$ cat src/rtl/mem_cfg_responder.sv
// Register-bank responder for the switch memory/configuration interface.
// Holds per-port address registers plus CTRL, and answers each request with a one-cycle ack.
module mem_cfg_responder #(
  parameter int          NUM_PORTS     = 4,
  parameter int          WAIT_CYCLES   = 1,
  parameter logic [7:0]  ID_VALUE      = 8'h5A,
  parameter logic [7:0]  PORT_ADDR_RST = 8'h00
) (
  input  logic                   clk,
  input  logic                   rst,
  input  logic                   mem_sel_en,
  input  logic [7:0]             mem_addr,
  input  logic [7:0]             mem_wr_data,
  input  logic                   mem_wr_rd_s,
  output logic [7:0]             mem_rd_data,
  output logic                   mem_ack,
  output logic                   mem_err,
  output logic [8*NUM_PORTS-1:0] port_addr_o,
  output logic                   sw_en_o
);

  localparam logic [1:0] ST_IDLE    = 2'd0;
  localparam logic [1:0] ST_WAIT    = 2'd1;
  localparam logic [1:0] ST_ACK     = 2'd2;
  localparam logic [1:0] ST_RELEASE = 2'd3;

  localparam logic [7:0] ADDR_CTRL   = 8'h0F;
  localparam logic [7:0] ADDR_ID     = 8'h10;
  localparam logic [7:0] PORT_LIMIT  = 8'(NUM_PORTS);
  localparam int         IDX_W       = (NUM_PORTS > 1) ? $clog2(NUM_PORTS) : 1;
  localparam logic [3:0] WAIT_LOAD   = (WAIT_CYCLES > 0) ? 4'(WAIT_CYCLES - 1) : 4'd0;

  logic [1:0]       state;
  logic [3:0]       wait_cnt;
  logic [7:0]       req_addr;
  logic [7:0]       req_data;
  logic             req_wr;
  logic [7:0]       port_reg [NUM_PORTS];
  logic             ctrl_en;

  logic             hit_port;
  logic [IDX_W-1:0] port_idx;
  logic [7:0]       rd_value;
  logic             illegal;

  assign hit_port = (req_addr < PORT_LIMIT);
  assign port_idx = req_addr[IDX_W-1:0];

  // Decode the latched request: the read value and whether the access is illegal.
  always_comb begin
    rd_value = 8'h00;
    illegal  = 1'b0;
    if (hit_port) begin
      rd_value = port_reg[port_idx];
    end else if (req_addr == ADDR_CTRL) begin
      rd_value = {7'b0, ctrl_en};
    end else if (req_addr == ADDR_ID) begin
      rd_value = ID_VALUE;
      illegal  = req_wr;
    end else begin
      illegal  = 1'b1;
    end
  end

  // The ACK state performs the access; ack/err/rd_data are registered so they appear the following cycle.
  always_ff @(posedge clk) begin
    if (rst) begin
      state       <= ST_IDLE;
      wait_cnt    <= 4'd0;
      req_addr    <= 8'h00;
      req_data    <= 8'h00;
      req_wr      <= 1'b0;
      mem_ack     <= 1'b0;
      mem_err     <= 1'b0;
      mem_rd_data <= 8'h00;
      ctrl_en     <= 1'b0;
      for (int i = 0; i < NUM_PORTS; i++) begin
        port_reg[i] <= PORT_ADDR_RST;
      end
    end else begin
      mem_ack <= 1'b0;
      mem_err <= 1'b0;
      case (state)
        ST_IDLE: begin
          if (mem_sel_en) begin
            req_addr <= mem_addr;
            req_data <= mem_wr_data;
            req_wr   <= mem_wr_rd_s;
            if (WAIT_CYCLES > 0) begin
              wait_cnt <= WAIT_LOAD;
              state    <= ST_WAIT;
            end else begin
              state    <= ST_ACK;
            end
          end
        end
        ST_WAIT: begin
          if (wait_cnt == 4'd0) begin
            state <= ST_ACK;
          end else begin
            wait_cnt <= wait_cnt - 4'd1;
          end
        end
        ST_ACK: begin
          mem_ack <= 1'b1;
          mem_err <= illegal;
          if (req_wr) begin
            if (hit_port) begin
              port_reg[port_idx] <= req_data;
            end else if (req_addr == ADDR_CTRL) begin
              ctrl_en <= req_data[0];
            end
          end else begin
            mem_rd_data <= rd_value;
          end
          state <= mem_sel_en ? ST_RELEASE : ST_IDLE;
        end
        ST_RELEASE: begin
          if (!mem_sel_en) begin
            state <= ST_IDLE;
          end
        end
        default: state <= ST_IDLE;
      endcase
    end
  end

  for (genvar g = 0; g < NUM_PORTS; g++) begin : g_port_out
    assign port_addr_o[8*g +: 8] = port_reg[g];
  end

  assign sw_en_o = ctrl_en;

endmodule
$ cat config.mk
export PLATFORM = sky130hd
export DESIGN_NAME = mem_cfg_responder
export DESIGN_NICKNAME = d
export VERILOG_FILES = /design/src/rtl/mem_cfg_responder.sv
export SDC_FILE = /design/constraint.sdc
export NUM_CORES = 1
export LEC_CHECK = 0
export BUFFER_PORTS_ARGS = -buffer_cell sky130_fd_sc_hd__buf_2
export CAP_MARGIN = 10
export CORE_UTILIZATION = 54
export CTS_BUF_LIST = sky130_fd_sc_hd__clkbuf_16
export DETAILED_ROUTE_END_ITERATION = 12
export PLACE_DENSITY = 0.86
export SLEW_MARGIN = 10
export SYNTH_ARGS = -nofsm -noshare
export SYNTH_HDL_FRONTEND = slang
export SYNTH_SLANG_ARGS = --single-unit
$ cat constraint.sdc
create_clock -name clk -period 2.44 [get_ports clk]
set_input_delay 0.366 -clock clk [delete_from_list [all_inputs] [get_ports clk]]
set_output_delay 0.366 -clock clk [all_outputs]
set_load 0.1 [all_outputs]
; ---- After elaboration in Yosys (flattened, before gate mapping)
; Memories as Yosys holds them, arrays and structs flattened. A register that Yosys moved wholly into a read port is not among the register bits.
; Index checks and enable logic that the tools add are counted.
[totals]
register_bits = 34
mem_bits_rw = 32
input_bits = 20
out_inout_bits = 43
word_cells = 59
memories = 1
[memory_table]
columns = memory, depth, width, read_ports, rd_clocked_by_memory_dff, wr, line
row1 = port_reg, 4, 8, 5, 1, 4, 38  ; logic [7:0] port_reg [NUM_PORTS];
[classes]
n_addsub = 1
magnitude_cmp = 1
eq_ne = 9
muxes = 25
n_bitwise = 3
reduce_logical = 10
[op_table]
columns = cell, n
row1 = $mux W8, 2
row2 = $mux W2, 7
row3 = $mux W7, 2
row4 = $mux W1, 10
row5 = $eq A8 B4 Y1 const B, 1
row6 = $eq A8 B5 Y1 const B, 1
row7 = $lt A8 B3 Y1 const B, 1
row8 = $mux W4, 2
row9 = $ne A2 B2 Y1 const B, 4
row10 = $pmux W2 S4, 1
row11 = $pmux W4 S2, 1
row12 = $reduce_or A8 Y1, 1
row13 = $reduce_and A3 Y1, 2
row14 = $eq A2 B2 Y1 const B, 2
row15 = $logic_not A4 Y1, 1
row16 = $reduce_and A2 Y1, 2
row17 = $reduce_and A4 Y1, 1
row18 = $reduce_or A4 Y1, 1
row19 = $sub A4 B1 Y4 const B, 1
row20 = $not A1 Y1, 3
row21 = $eq A2 B1 Y1 const B, 1
row22 = $logic_not A2 Y1, 1
row23 = $reduce_bool A2 Y1, 1

; ---- Depth between registers and ports, before layout
; Gate-level depths: netlist of the first run.
[logic_depth]
ltp_word = 8
depth_mapped = 6
ltp_nobuf = 5

; ---- Worst setup path after synthesis of the first run
; No wires, ideal clock.
[synth_timing]
path_kind = register to register
startpoint = register req_addr[4]
endpoint = memory port_reg[2][0] (enable)
setup_ns = 0.375
t_arrival_ns = 1.614
required_time_ns = 2.065
setup_slack_ns = 0.452
stages_incl_launch_ff = 5
n_path_buf = 1
synth_period_minus_slack_ns = 1.988
path_cell_list = dfxtp_1 -> nor4_4 -> nand4b_4 -> buf_6 -> o21bai_1
[synth_lines]
columns = element, line
row1 = from (decl), 35  ; logic [7:0] req_addr;
row2 = from (signal assigned), 86  ; req_addr <= mem_addr;
row3 = to (decl), 38

==> results by group, run 1 <==
Die
  • Num ports: 63
  • Core ar.: 0.00517 mm^2
  • Die height: 75.9 um
  • Die ar.: 0.00577 mm^2
  • Initial core utilization: a little under three fifths
  • Die W: ~76 um
  • Row count: 26

Timing
  • Slew Viols, Final: 0
  • Period utilisation layout: 76.0%
  • Final setup fails: 0
  • Final Skew: 4.39 ps
  • Slew Limit Headroom: between 40% and 50%
  • Worst hold slack: between 200 and 300 ps
  • Worst Tran Pin Value: 820 ps
  • Min Tclk post-route: 1860 ps
  • Max Clk Rate: between 500 and 600 MHz
  • RSZ-0062 raised after global routing: false
  • Setup TNS: 0 ps
  • Final hold vios: 0

Worst setup path
  • Crit path cell chain: and3b_1, nand3_1, o21bai_1, buf_4
  • Levels on crit path: 4
  • Arrival time worst endpoint: 1900 ps
  • R2R depth: 4
  • Worst setup SP type: register
  • Crit path max fanout: 9
  • Crit-path slowest cell: dfxtp_1
  • Worst Path Required: 2480 ps
  • Worst path max stage delay: roughly 450 ps
  • Setup CP Type: register to register
  • Buffers & Inverters on Critical Path: 1
  • Critical Path End Type: register
  • Crit-path leading delay family: simple AND/OR/NAND/NOR gates

Placed design
  • Port Buf Inserts: 62
  • Gp weighted congestion: 0.829
  • Post-DP HPWL: 4930 um

Route
  • Detailed Route Iter0 Violations: 145
  • Final ANT Viol Nets: 0
  • DR WL/cell: 17.6 um
  • DRC Markers: 0
  • Routed met1 length: ~2700 um
  • Vias per inst: about 5.8
  • Vias: 2,338
  • Routed length on met2: 3700 um
  • DR top layer: met4
  • Met3 WL: approximately 460 um
  • Total wire length: 7080 um
  • First-pass iteration count of the detailed router: 4

CTS
  • Post-cts resize count: 0
  • Worst-Skew Late Latency: 330 ps
  • Post-CTS setup buffers: 0
  • Clk pin slew, worst setup/hold paths: approximately 50 ps
  • CTS max path bufs: 2
  • CTS Root Cell: clkbuf_16
  • Clock tree sinks: 68
  • CTS buffer count: 9
  • CTS tree: built
  • Hold_buf cts: 0
  • H-Tree Depth: 3

Layout
  • Max FFs per register: 32
  • Number of diodes: 0
  • Share of cells above drive strength 1: 31.8%
  • P&R area growth vs syn: 20.8%
  • Storage cell area: about 0.0017 mm^2
  • Nets: about 350
  • # fillers: 371
  • Commonest non-fill, non-tap cells in the layout: buf_2 (62), nand2_1 (39), dfxtp_1 (36)
  • Footprint of the multi-input gates: 0.00113 mm^2
  • Commonest non-fill, non-tap cell in the layout: buf_2

Synth
  • Synth area leader: edfxtp_1
  • Gate Count Post-Synth: ~270
  • Top-area cell type share of the netlist area: 32.6%
  • Mapped Nets: about 290
  • Sequential fraction of the synthesis area: between 50% and 60%
  • Fraction of registers with async set/reset: 0%
  • Cell Area, Synth: 0.00295 mm^2
  • Syn avg cell area: 11.1 um^2
  • Post-synth EDFFs: 32
  • Synth unique cells: 41
  • Top FF cell, synth: dfxtp_1
  • Ranking of synthesized cells by area: edfxtp_1 (33%), dfxtp_1 (24%), mux4_2 (6.1%)
  • Synth warn: 0
  • Synth Register Bits: 68

Global route
  • First-pass GRT wire length: 11,500 um
  • Initial antenna violation count: 0
  • GRT Total Usage: 26.9%
  • Vias in the first global route: between 2,000 and 2,500
  • GRT overflow: 0
  • Largest net degree at the start of global routing: 34

Status
  • Status: complete, no violations

Pwr
  • PD cells: 807 mW/mm^2
  • VDD IR max: 0.644 mV
  • Leak pwr: between 1 and 1.5 nW

Hold path
  • Hold path depth: 3
  • Hold Path Class: primary input to register

Job
  • Max-cap check violation count: 0
==> synthesized netlist by cell type (3+ instances only) <==
master / count
mux4_2: 8
a21oi_1: 25
dfxtp_1: 36
and3_1: 8
or3_1: 3
o21ai_0: 3
edfxtp_1: 32
a211oi_1: 5
inv_1: 12
nand2_1: 39
buf_2: 5
nand3_1: 5
nor3_2: 11
clkbuf_1: 7
nor3_1: 6
nor2_1: 16
o21bai_1: 3
nand4_1: 7
nand2b_1: 4
buf_6: 3
==> path summary, 6_finish.rpt <==
check	start	end	slack, ps
worst min register to register	mem_rd_data[5]	mem_rd_data[5]	450
worst max-delay path	state[1]	port_reg[1][4]	580
worst min-delay path	mem_wr_data[6]	req_data[6]	270
worst max register to register	state[1]	port_reg[1][4]	580
==> report_power, final <==
group / switching [mW] / internal, mW / leakage [nW]
clock: 0.448 / 0.662 / 0.136
combinational: 0.358 / 0.109 / 0.660
sequential: 0.0534 / 1.25 / 0.624
total: 0.859 / 2.02 / 1.42
==> area by class of cell <==
cell class	instances	share of cell area [%]
Sequential cell	68	47.2
Multi-Input combinational cell	167	31.6
Timing Repair Buffer	70	10.4
Clock buffer	9	6.32
Tap cell	70	2.46
Inverter	12	1.26
Clock inverter	7	0.772
==> through the flow <==
stage	power [mW]	setup slack, ps	utilization [%]	instance area (um^2)	instances
floorplan	1.69	452	-	2950	265
global placement	1.77	715	64.0	3310	387
detailed placement	1.79	613	64.0	3310	387
CTS	2.87	594	68.9	3560	403
global route	2.97	488	68.9	3560	403
finish	2.88	585	68.9	3560	403
==> metal layers <==
layer	GRT usage [%]	up-vias
met5	0	-
li1	-	1085
met3	7.95	18
met1	31.0	1143
met4	12.5	0
met2	45.9	92
==> logic make-up after synthesis <==
family	Yosys count	share of synthesized area (%)
compound gates	45	9.28
simple gates	113	22.4
flops	68	57.0
fa+ha+maj	1	0.424
mux	8	6.10
buf+inv	30	4.83
==> worst reg2reg max path: cells and delay by family, from the launching register on <==
kind | cells | cell delay [ps]
and+or+nand+nor | 2 | 550
DFF | 1 | 450
AOI/OAI and AO/OA | 1 | 350
buffers and inverters | 1 | 220
Note: power is estimated with default switching activity, not from simulation.
==> run 2, diff against run 1 <==
Settings changed: CORE_UTILIZATION 54 to 49, PLACE_DENSITY 0.86 to 0.83.
Clock period 2.44 ns to 1.7 ns, I/O delays scaled along.
==> run 2 against run 1 <==
Effect of this change: critical path depth increased by 1; utilization down 3.1 points; power grew 50%; non-clock buffer count is 9 higher; final area rose by 4.2%; clock power up 57%; global-route usage decreased by 3.2 points.
==> results by group, run 2 (synthesis results as in run 1) <==
Timing
  • Slew Limit Headroom: 62.7% (+17 points)
  • Final setup fails: 0 (unchanged)
  • Fin worst setup slack: 57.0 ps (-528 ps)
  • Final hold vios: 0 (unchanged)
  • Slew Viols, Final: 0 (unchanged)
  • Max Clk Rate: 609 MHz (+13%)
  • Worst Tran Pin Value: 558 ps (-262 ps)
  • Final Skew: 5.36 ps (+0.971 ps)
  • Worst hold slack: 154 ps (-119 ps)
  • Period utilisation layout: 96.6% (+21 points)
  • Min Tclk post-route: 1640 ps (-212 ps)
  • Setup TNS: 0 ps (unchanged)

Layout
  • Storage cell area: 0.00168 mm^2 (about the same)
  • # fillers: 429 (+16%)
  • Max FFs per register: 32 (unchanged)
  • Commonest non-fill, non-tap cell in the layout: buf_2
  • Share of cells above drive strength 1: 37.7% (+5.9 points)
  • Footprint of the multi-input gates: 0.00116 mm^2 (+3.1%)
  • P&R area growth vs syn: 25.9%
  • Number of diodes: 0 (unchanged)
  • Fin util: 65.8% (-3.1 points)
  • Nets: 358 (+2.6%)
  • Commonest non-fill, non-tap cells in the layout: buf_2 (62), nand2_1 (39), dfxtp_1 (35)

Placed design
  • Port Buf Inserts: 62 (unchanged)
  • Post-place setup slack: 26.0 ps (-587 ps)
  • Gp weighted congestion: 0.823 (-0.68%)
  • Post-DP HPWL: 4910 um (-0.34%)

Route
  • Vias: 2,291 (-2.0%)
  • Vias per inst: 5.53 (-4.6%)
  • First-pass iteration count of the detailed router: 5 (+1)
  • Detailed Route Iter0 Violations: 171 (+18%)
  • Total wire length: 6930 um (-2.2%)
  • DRC Markers: 0 (unchanged)
  • DR WL/cell: 16.7 um (-4.8%)
  • Final ANT Viol Nets: 0 (unchanged)

Die
  • Row count: 27 (+3.8%)
  • Die W: 79.6 um (+4.8%)
  • Num ports: 63 (unchanged)
  • Die height: 79.6 um (+4.8%)
  • Die ar.: 0.00634 mm^2 (+9.9%)
  • Core ar.: 0.00564 mm^2 (+9.1%)
  • Initial core utilization: 52.3% (-4.7 points)

Global route
  • Largest net degree at the start of global routing: 25 (-26%)
  • GRT Total Usage: 23.7% (-3.2 points)
  • First-pass GRT wire length: 10,800 um (-6.3%)
  • Initial antenna violation count: 0 (unchanged)
  • Vias in the first global route: 2,206 (-4.4%)
  • GRT overflow: 0 (unchanged)

Pwr
  • VDD IR max: 0.849 mV (+32%)
  • Clock share of power: 40.4% (+1.8 points)
  • Leak pwr: 1.48 nW (+3.9%)
  • Switch share: 30.9% (+1.0 points)
  • Pint: 2.98 mW (+48%)
  • Share of total power in sequential cells: 43.0% (-2.2 points)
  • Net switching power: 1.33 mW (+55%)
  • PD cells: 1160 mW/mm^2 (+44%)
  • Comb pwr share: 16.6% (+0.4 points)

CTS
  • Worst-Skew Late Latency: 340 ps (about the same)
  • CTS max path bufs: 2 (unchanged)
  • Clk pin slew, worst setup/hold paths: 60 ps (about the same)
  • H-Tree Depth: 3 (unchanged)
  • Hold_buf cts: 0 (unchanged)
  • Clock tree sinks: 68 (unchanged)
  • CTS buffer count: 9 (unchanged)
  • CTS Root Cell: clkbuf_16
  • CTS tree: built

Hold path
  • Hold path depth: 3 (unchanged)
  • Hold Path Class: primary input to register

Job
  • Max-cap check violation count: 0 (unchanged)

Worst setup path
  • Most used cell, CP: buf_4
  • Crit path max fanout: 24 (+15)
  • Critical Path End Type: register
  • Setup CP Type: register to register
  • Buffers & Inverters on Critical Path: 2 (+1)
  • Arrival time worst endpoint: 1810 ps (-90 ps)
  • Worst path max stage delay: 360 ps (-90 ps)
  • Worst Path Required: 1870 ps (-610 ps)
  • Crit path cell chain: nor4_4, buf_4, nand4b_4, buf_4, nor3_2
  • Crit-path leading delay family: simple AND/OR/NAND/NOR gates
  • R2R depth: 5 (+1)
  • Worst setup SP type: register
  • Levels on crit path: 5 (+1)
  • Crit-path slowest cell: dfxtp_1

Status
  • Status: complete, no violations
run 2: path summary, 6_finish.rpt:
path             startpoint              to  slack [ps]
max reg2reg     req_addr[4]  port_reg[1][6]          60
min          mem_wr_data[1]     req_data[1]         150
max             req_addr[4]  port_reg[1][6]          60
min reg2reg  mem_rd_data[5]  mem_rd_data[5]         450
run 2: metal layers:
| layer | vias up | part of all wire, % | GRT usage, % |
|---|---|---|---|
| li1 | 1109 | - | - |
| met1 | 1099 | 39 | 26.7 |
| met2 | 60 | 53 | 39.1 |
| met3 | 23 | 5.0 | 7.66 |
| met4 | 0 | 2.7 | 14.0 |
| met5 | - | 0 | 0 |
run 2: through the flow:
step	cell area [um^2]	power (mW)	instances
detailed placement	3400	2.59	396
global placement	3400	2.57	396
floorplan	2970	2.42	265
finish	3710	4.32	414
CTS	3680	4.32	412
global route	3710	4.46	414
run 2: area by class of cell:
type                            instances  area share, %
Multi-Input combinational cell        167           31.3
Inverter                               12           1.21
Tap cell                               72           2.43
Timing Repair Buffer                   79           12.1
Clock inverter                          7           1.58
Clock buffer                            9           6.06
Sequential cell                        68           45.3
run 2: worst reg2reg max path, stage by stage, from the launching register on:
cell and delay [ps]:
dfxtp_1 360, nor4_4 290, buf_4 190, nand4b_4 130, buf_4 270, nor3_2 240
run 2: power groups by stage:
stage / sequential, mW / combinational (mW) / clock (mW)
global placement: 1.88 / 0.688 / 0
detailed placement: 1.89 / 0.699 / 0
CTS: 1.85 / 0.702 / 1.77
global route: 1.87 / 0.761 / 1.83
finish: 1.86 / 0.718 / 1.74
floorplan: 2.15 / 0.272 / 0
run 2: timing repair:
| action | in CTS | in global routing |
|---|---|---|
| setup buffers | 0 | 2 |
| setup endpoints to repair | 0 | 53 |
| endpoints found under the hold margin | 0 | 0 |
| gates resized for setup | 0 | 5 |
